==> config.mk <==
export PLATFORM = sky130hd
export DESIGN_NAME = music_player
export DESIGN_NICKNAME = d
export VERILOG_FILES = /design/src/rtl/music_player.sv
export SDC_FILE = /design/constraint.sdc
export NUM_CORES = 1
export LEC_CHECK = 0
export CELL_PAD_IN_SITES_DETAIL_PLACEMENT = 1
export CELL_PAD_IN_SITES_GLOBAL_PLACEMENT = 1
export CORE_UTILIZATION = 44
export CTS_CLUSTER_DIAMETER = 40
export DETAILED_ROUTE_END_ITERATION = 10
export PLACE_DENSITY_LB_ADDON = 0.1
export SLEW_MARGIN = 20
export SYNTH_ARGS = -nofsm -noshare
export SYNTH_HDL_FRONTEND = slang
export SYNTH_SLANG_ARGS = --single-unit
==> constraint.sdc <==
create_clock -name clk -period 4.3 [get_ports clk]
set_clock_uncertainty 0.15 [all_clocks]
set_input_delay 0.43 -clock clk [delete_from_list [all_inputs] [get_ports clk]]
set_output_delay 0.43 -clock clk [all_outputs]
set_load 0.01 [all_outputs]
==> src/rtl/music_player.sv <==
// music_player
//   Playback controller and speaker driver for a beat-indexed tone table.
//   Steps a quarter-beat index at a fixed tempo and presents it to an external
//   tone table. The table's combinational frequency (Hz) comes back on tone_in
//   and is turned into a 50%-duty square wave. A phase accumulator is used, so
//   no divider is needed.
//
// Ports
//   clk        in   system clock, rising edge
//   rst        in   synchronous active-high reset
//   start      in   begin playback from beat 0 (ignored while playing)
//   stop       in   abort playback and return to idle (wins over start)
//   loop_en    in   at the end of the song: 1 = wrap to beat 0, 0 = finish
//   tone_in    in   [31:0] frequency in Hz for the current beat_num
//   beat_num   out  [BEAT_W-1:0] current quarter-beat index (registered)
//   playing    out  high while in PLAY
//   done       out  one-cycle pulse when a non-looping song ends
//   audio_out  out  square-wave speaker drive (registered)
module music_player #(
  parameter int CLK_FREQ  = 100000000,
  parameter int BEAT_FREQ = 8,
  parameter int LAST_BEAT = 296,
  parameter int BEAT_W    = 10,
  parameter int SILENT_TH = 20000
) (
  input  logic              clk,
  input  logic              rst,
  input  logic              start,
  input  logic              stop,
  input  logic              loop_en,
  input  logic [31:0]       tone_in,
  output logic [BEAT_W-1:0] beat_num,
  output logic              playing,
  output logic              done,
  output logic              audio_out
);

  localparam int BEAT_CYC = CLK_FREQ / BEAT_FREQ;
  localparam int TICK_MAX = BEAT_CYC - 1;
  localparam int CNT_W    = (BEAT_CYC > 1) ? $clog2(BEAT_CYC) : 1;

  typedef enum logic [1:0] {
    S_IDLE = 2'd0,
    S_PLAY = 2'd1,
    S_DONE = 2'd2
  } state_t;

  state_t            state_reg;
  state_t            state_next;
  logic [CNT_W-1:0]  tick_cnt_reg;
  logic [BEAT_W-1:0] beat_reg;
  logic [33:0]       acc_reg;
  logic              audio_reg;
  logic              done_reg;

  logic              tick;
  logic              at_last;
  logic              rest;
  logic [33:0]       sum;

  assign tick    = (state_reg == S_PLAY) && (tick_cnt_reg == CNT_W'(TICK_MAX));
  assign at_last = (beat_reg == BEAT_W'(LAST_BEAT));
  assign rest    = (tone_in == 32'd0) || (tone_in >= 32'(SILENT_TH));
  // Two half-periods per cycle of tone: add 2*tone each clock, toggle per CLK_FREQ.
  assign sum     = acc_reg + {1'b0, tone_in, 1'b0};

  // State register
  always_ff @(posedge clk) begin
    if (rst) begin
      state_reg <= S_IDLE;
    end else begin
      state_reg <= state_next;
    end
  end

  // Next-state logic
  always_comb begin
    state_next = state_reg;
    case (state_reg)
      S_IDLE: begin
        if (start && !stop) state_next = S_PLAY;
      end
      S_PLAY: begin
        if (stop)                             state_next = S_IDLE;
        else if (tick && at_last && !loop_en) state_next = S_DONE;
      end
      S_DONE: begin
        if (stop)       state_next = S_IDLE;
        else if (start) state_next = S_PLAY;
      end
      default: state_next = S_IDLE;
    endcase
  end

  // Tempo counter, beat index, phase accumulator and audio register
  always_ff @(posedge clk) begin
    if (rst) begin
      tick_cnt_reg <= '0;
      beat_reg     <= '0;
      acc_reg      <= '0;
      audio_reg    <= 1'b0;
      done_reg     <= 1'b0;
    end else begin
      done_reg <= (state_reg == S_PLAY) && (state_next == S_DONE);
      if (state_reg != S_PLAY || state_next != S_PLAY) begin
        // Not continuing playback: silence and clear timing. DONE keeps the
        // final beat index, IDLE and a fresh PLAY start from beat 0.
        tick_cnt_reg <= '0;
        acc_reg      <= '0;
        audio_reg    <= 1'b0;
        if (state_next != S_DONE) beat_reg <= '0;
      end else if (tick) begin
        // Every quarter-beat restarts the waveform phase at low.
        tick_cnt_reg <= '0;
        acc_reg      <= '0;
        audio_reg    <= 1'b0;
        beat_reg     <= at_last ? '0 : beat_reg + BEAT_W'(1);
      end else begin
        tick_cnt_reg <= tick_cnt_reg + CNT_W'(1);
        if (rest) begin
          acc_reg   <= '0;
          audio_reg <= 1'b0;
        end else if (sum >= 34'(CLK_FREQ)) begin
          acc_reg   <= sum - 34'(CLK_FREQ);
          audio_reg <= ~audio_reg;
        end else begin
          acc_reg   <= sum;
        end
      end
    end
  end

  // Outputs, all derived from registers only
  always_comb begin
    playing   = (state_reg == S_PLAY);
    done      = done_reg;
    audio_out = audio_reg;
    beat_num  = beat_reg;
  end

endmodule

==> summary.txt <==
Status -> complete, but fails checks
Failing checks -> negative setup slack
Min-Delay Path Class -> reg2reg
Remaining DRCs -> 0
Initial antenna violation count -> 0
DIE AREA -> 13,700 um^2
Routed wire length -> 23.2 mm
IO Count -> 50
Core footprint -> 12,800 um^2
Most frequent cell after synthesis -> nor2_1
1st-iter DRT viols -> 427
Combinational power share -> 0.167
Crit path max fanout -> 9
DIE HEIGHT -> 117 um
Syn avg cell area -> 7.97 um^2
Yosys reg bits -> 71
Top_reg_cell synth -> dfxtp_1
DR vias -> 6,724
Max Slew Vio Count -> 0
Post-synthesis cell area -> 5830 um^2
Post-route design area -> 7820 um^2
Ranking of synthesized cells by area -> dfxtp_1, ha_1, nor2_1, a21oi_1, xor2_1
PnR Total Power -> 0.00179 W
Share of Yosys cell area claimed by the top area cell type -> 0.244
Post-synth EDFFs -> 0
RD Place Congestion -> 0.896
Synthesized instance count -> 731
Placed cells -> 1,049
RSZ-0062 raised after global routing -> true
Max reg flops -> 33
Rows -> 41
Nets -> 971
Largest net degree at the start of global routing -> 25
Synth cell count leaders -> nor2_1, dfxtp_1, a21oi_1, nand2_1, o21ai_0
Sw frac -> 0.270
Clk sinks -> 71
Hold WS -> 0.321 ns
Total grt overflow -> 0
Gr usage total -> 0.321
Vias in the first global route -> 6,693
Max-Cap Viols -> 0
Syn. warnings -> 0
Period minus WS final -> 4.37 ns
Final core occ -> 0.612
Layout area overhead -> 34.1%
Fraction of layout cells with a size suffix above 1 -> 0.246
P_leak -> 3.19 nW
Clock power share -> 0.466
Final setup viols -> 4
Non-Filler Instances -> 1,074
Drt pass-1 iters -> 5
Worst setup EP type -> register
F_max -> 229 MHz
Synth cell types -> 83
Worst path arrival time -> 4.50 ns
Slew @ Worst Pin -> 0.791 ns
Via density -> 6.26
Max Root-Sink Buffers -> 2
# port buffers -> 49
Wire length per cell -> 21.6 um
Power density over the cells -> 229 nW/um^2
Worst-skew pair later-pin latency -> 0.35 ns
CTS tree -> yes
Initial Utilization -> 0.456
CTS Buf Count -> 9
Peak supply drop -> 0.208 mV
Root Driver -> clkbuf_16
Dpl cell area -> 7260 um^2
Hpwl dp -> 16.7 mm
Sequential area share after synthesis -> 0.244
Antenna cells -> 0
Die Width -> 117 um
Final setup margin -> -0.0695 ns
Rel. slew slack -> 0.467
Internal power -> 0.00131 W
Clk pin slew, worst setup/hold paths -> 0.06 ns
Switching power -> 0.000484 W
WP data required -> 4.43 ns
Type of origin of the critical path -> input port
Largest area contributor in the netlist -> dfxtp_1
Syn Nets -> 805
First-pass GRT wire length -> 33.5 mm
Hold_buf cts -> 0
Asr flop ratio synth -> 0
Reg power frac -> 0.367
H-tree Lvls -> 3
DRT antenna net count -> 0
Setup CP Type -> in2reg
Tcrit/Tclk final -> 1.02
Final Hold Fails -> 0
==> cell type report <==
cell class              count  area, um^2
inverters                  14        52.6
multi-input cells         612        4250
repair buffers            189        1550
fillers                  1558        4960
well taps                 172         215
clock inverters             6        92.6
clock buffers              10         229
flip-flops and latches     71        1420
==> critical path, stage by stage <==
cell             delay (ns)
clkdlybuf4s50_1        0.61
ha_4                   0.26
buf_4                  0.17
nand4_1                0.15
nor2_1                 0.09
a22o_1                 0.26
or3_2                  0.54
xor2_2                 0.21
nand4b_1               0.24
a2111oi_4              0.50
nor3_4                 0.07
buf_4                  0.18
buf_6                  0.13
or4_1                  0.51
a21oi_2                0.15
==> stage by stage <==
step           setup WS, ns  TNS (ns)
6_report            -0.0695    -0.182
5_1_grt              -0.158     -2.03
4_1_cts              0.0541         0
3_5_place_dp         -0.408     -7.60
3_3_place_gp         -0.253     -4.55
2_1_floorplan         0.280         0
==> final timing paths <==
check                  start         endpoint  slack [ns]  cells after the start
max              tone_in[14]      acc_reg[24]       -0.07                     15
min          tick_cnt_reg[0]  tick_cnt_reg[0]        0.32                      1
min reg2reg  tick_cnt_reg[0]  tick_cnt_reg[0]        0.32                      1
max reg2reg       acc_reg[1]      acc_reg[24]        0.05                     14
==> kinds of logic after synthesis <==
logic type               Yosys count  synth area share
AO/OA/AOI/OAI                    210             0.247
XOR/XNOR                          53            0.0822
flip-flops                        71             0.244
adder cells (fa/ha/maj)           37            0.0807
buffers and inverters             48            0.0541
multiplexers                       6            0.0112
AND/OR/NAND/NOR                  306             0.281
==> metal layers <==
metal,GRT usage,wire [um],share of wire
met1,0.390,9560,0.41
met2,0.578,11400,0.49
met3,0.0489,1430,0.062
met4,0.105,820,0.035
met5,0,0,0
==> layout by cell type (no fill, tap or decap), drive strengths merged, types with 4 or more instances in the layout <==
cell / count
nor3: 24
dfxtp: 71
clkdlybuf4s50: 46
o21ai: 52
a21oi: 58
and2: 10
nor4: 11
or4: 9
nor2b: 8
buf: 140
a211o: 6
nand2: 44
a21o: 12
o31ai: 12
xor2: 28
or2: 9
and4: 6
and3: 16
a211oi: 8
nand4: 23
o21a: 13
nor2: 84
ha: 36
nand3: 19
o211ai: 8
inv: 15
mux2: 4
xnor2: 25
nand2b: 6
clkbuf: 10
or3: 18
nand4b: 9
==> power by group through the flow <==
| stage | sequential [W] | combinational (W) | clock (W) |
|---|---|---|---|
| after floorplan | 0.000673 | 0.000145 | 0 |
| after global placement | 0.000673 | 0.000261 | 0 |
| after detailed placement | 0.000673 | 0.000274 | 0 |
| after CTS | 0.000659 | 0.000279 | 0.000844 |
| after global routing | 0.000658 | 0.000317 | 0.000873 |
| final | 0.000659 | 0.000299 | 0.000835 |
==> timing repair <==
| action | 4_1_cts | 5_1_grt |
|---|---|---|
| endpoints found under the setup margin | 6 | 17 |
| gates cloned | 0 | 1 |
| pin swaps | 2 | 14 |
| resized for setup | 2 | 35 |
| setup buffers | 0 | 8 |
| endpoints found under the hold margin | 0 | 0 |
(Power assumes the default switching activity.)
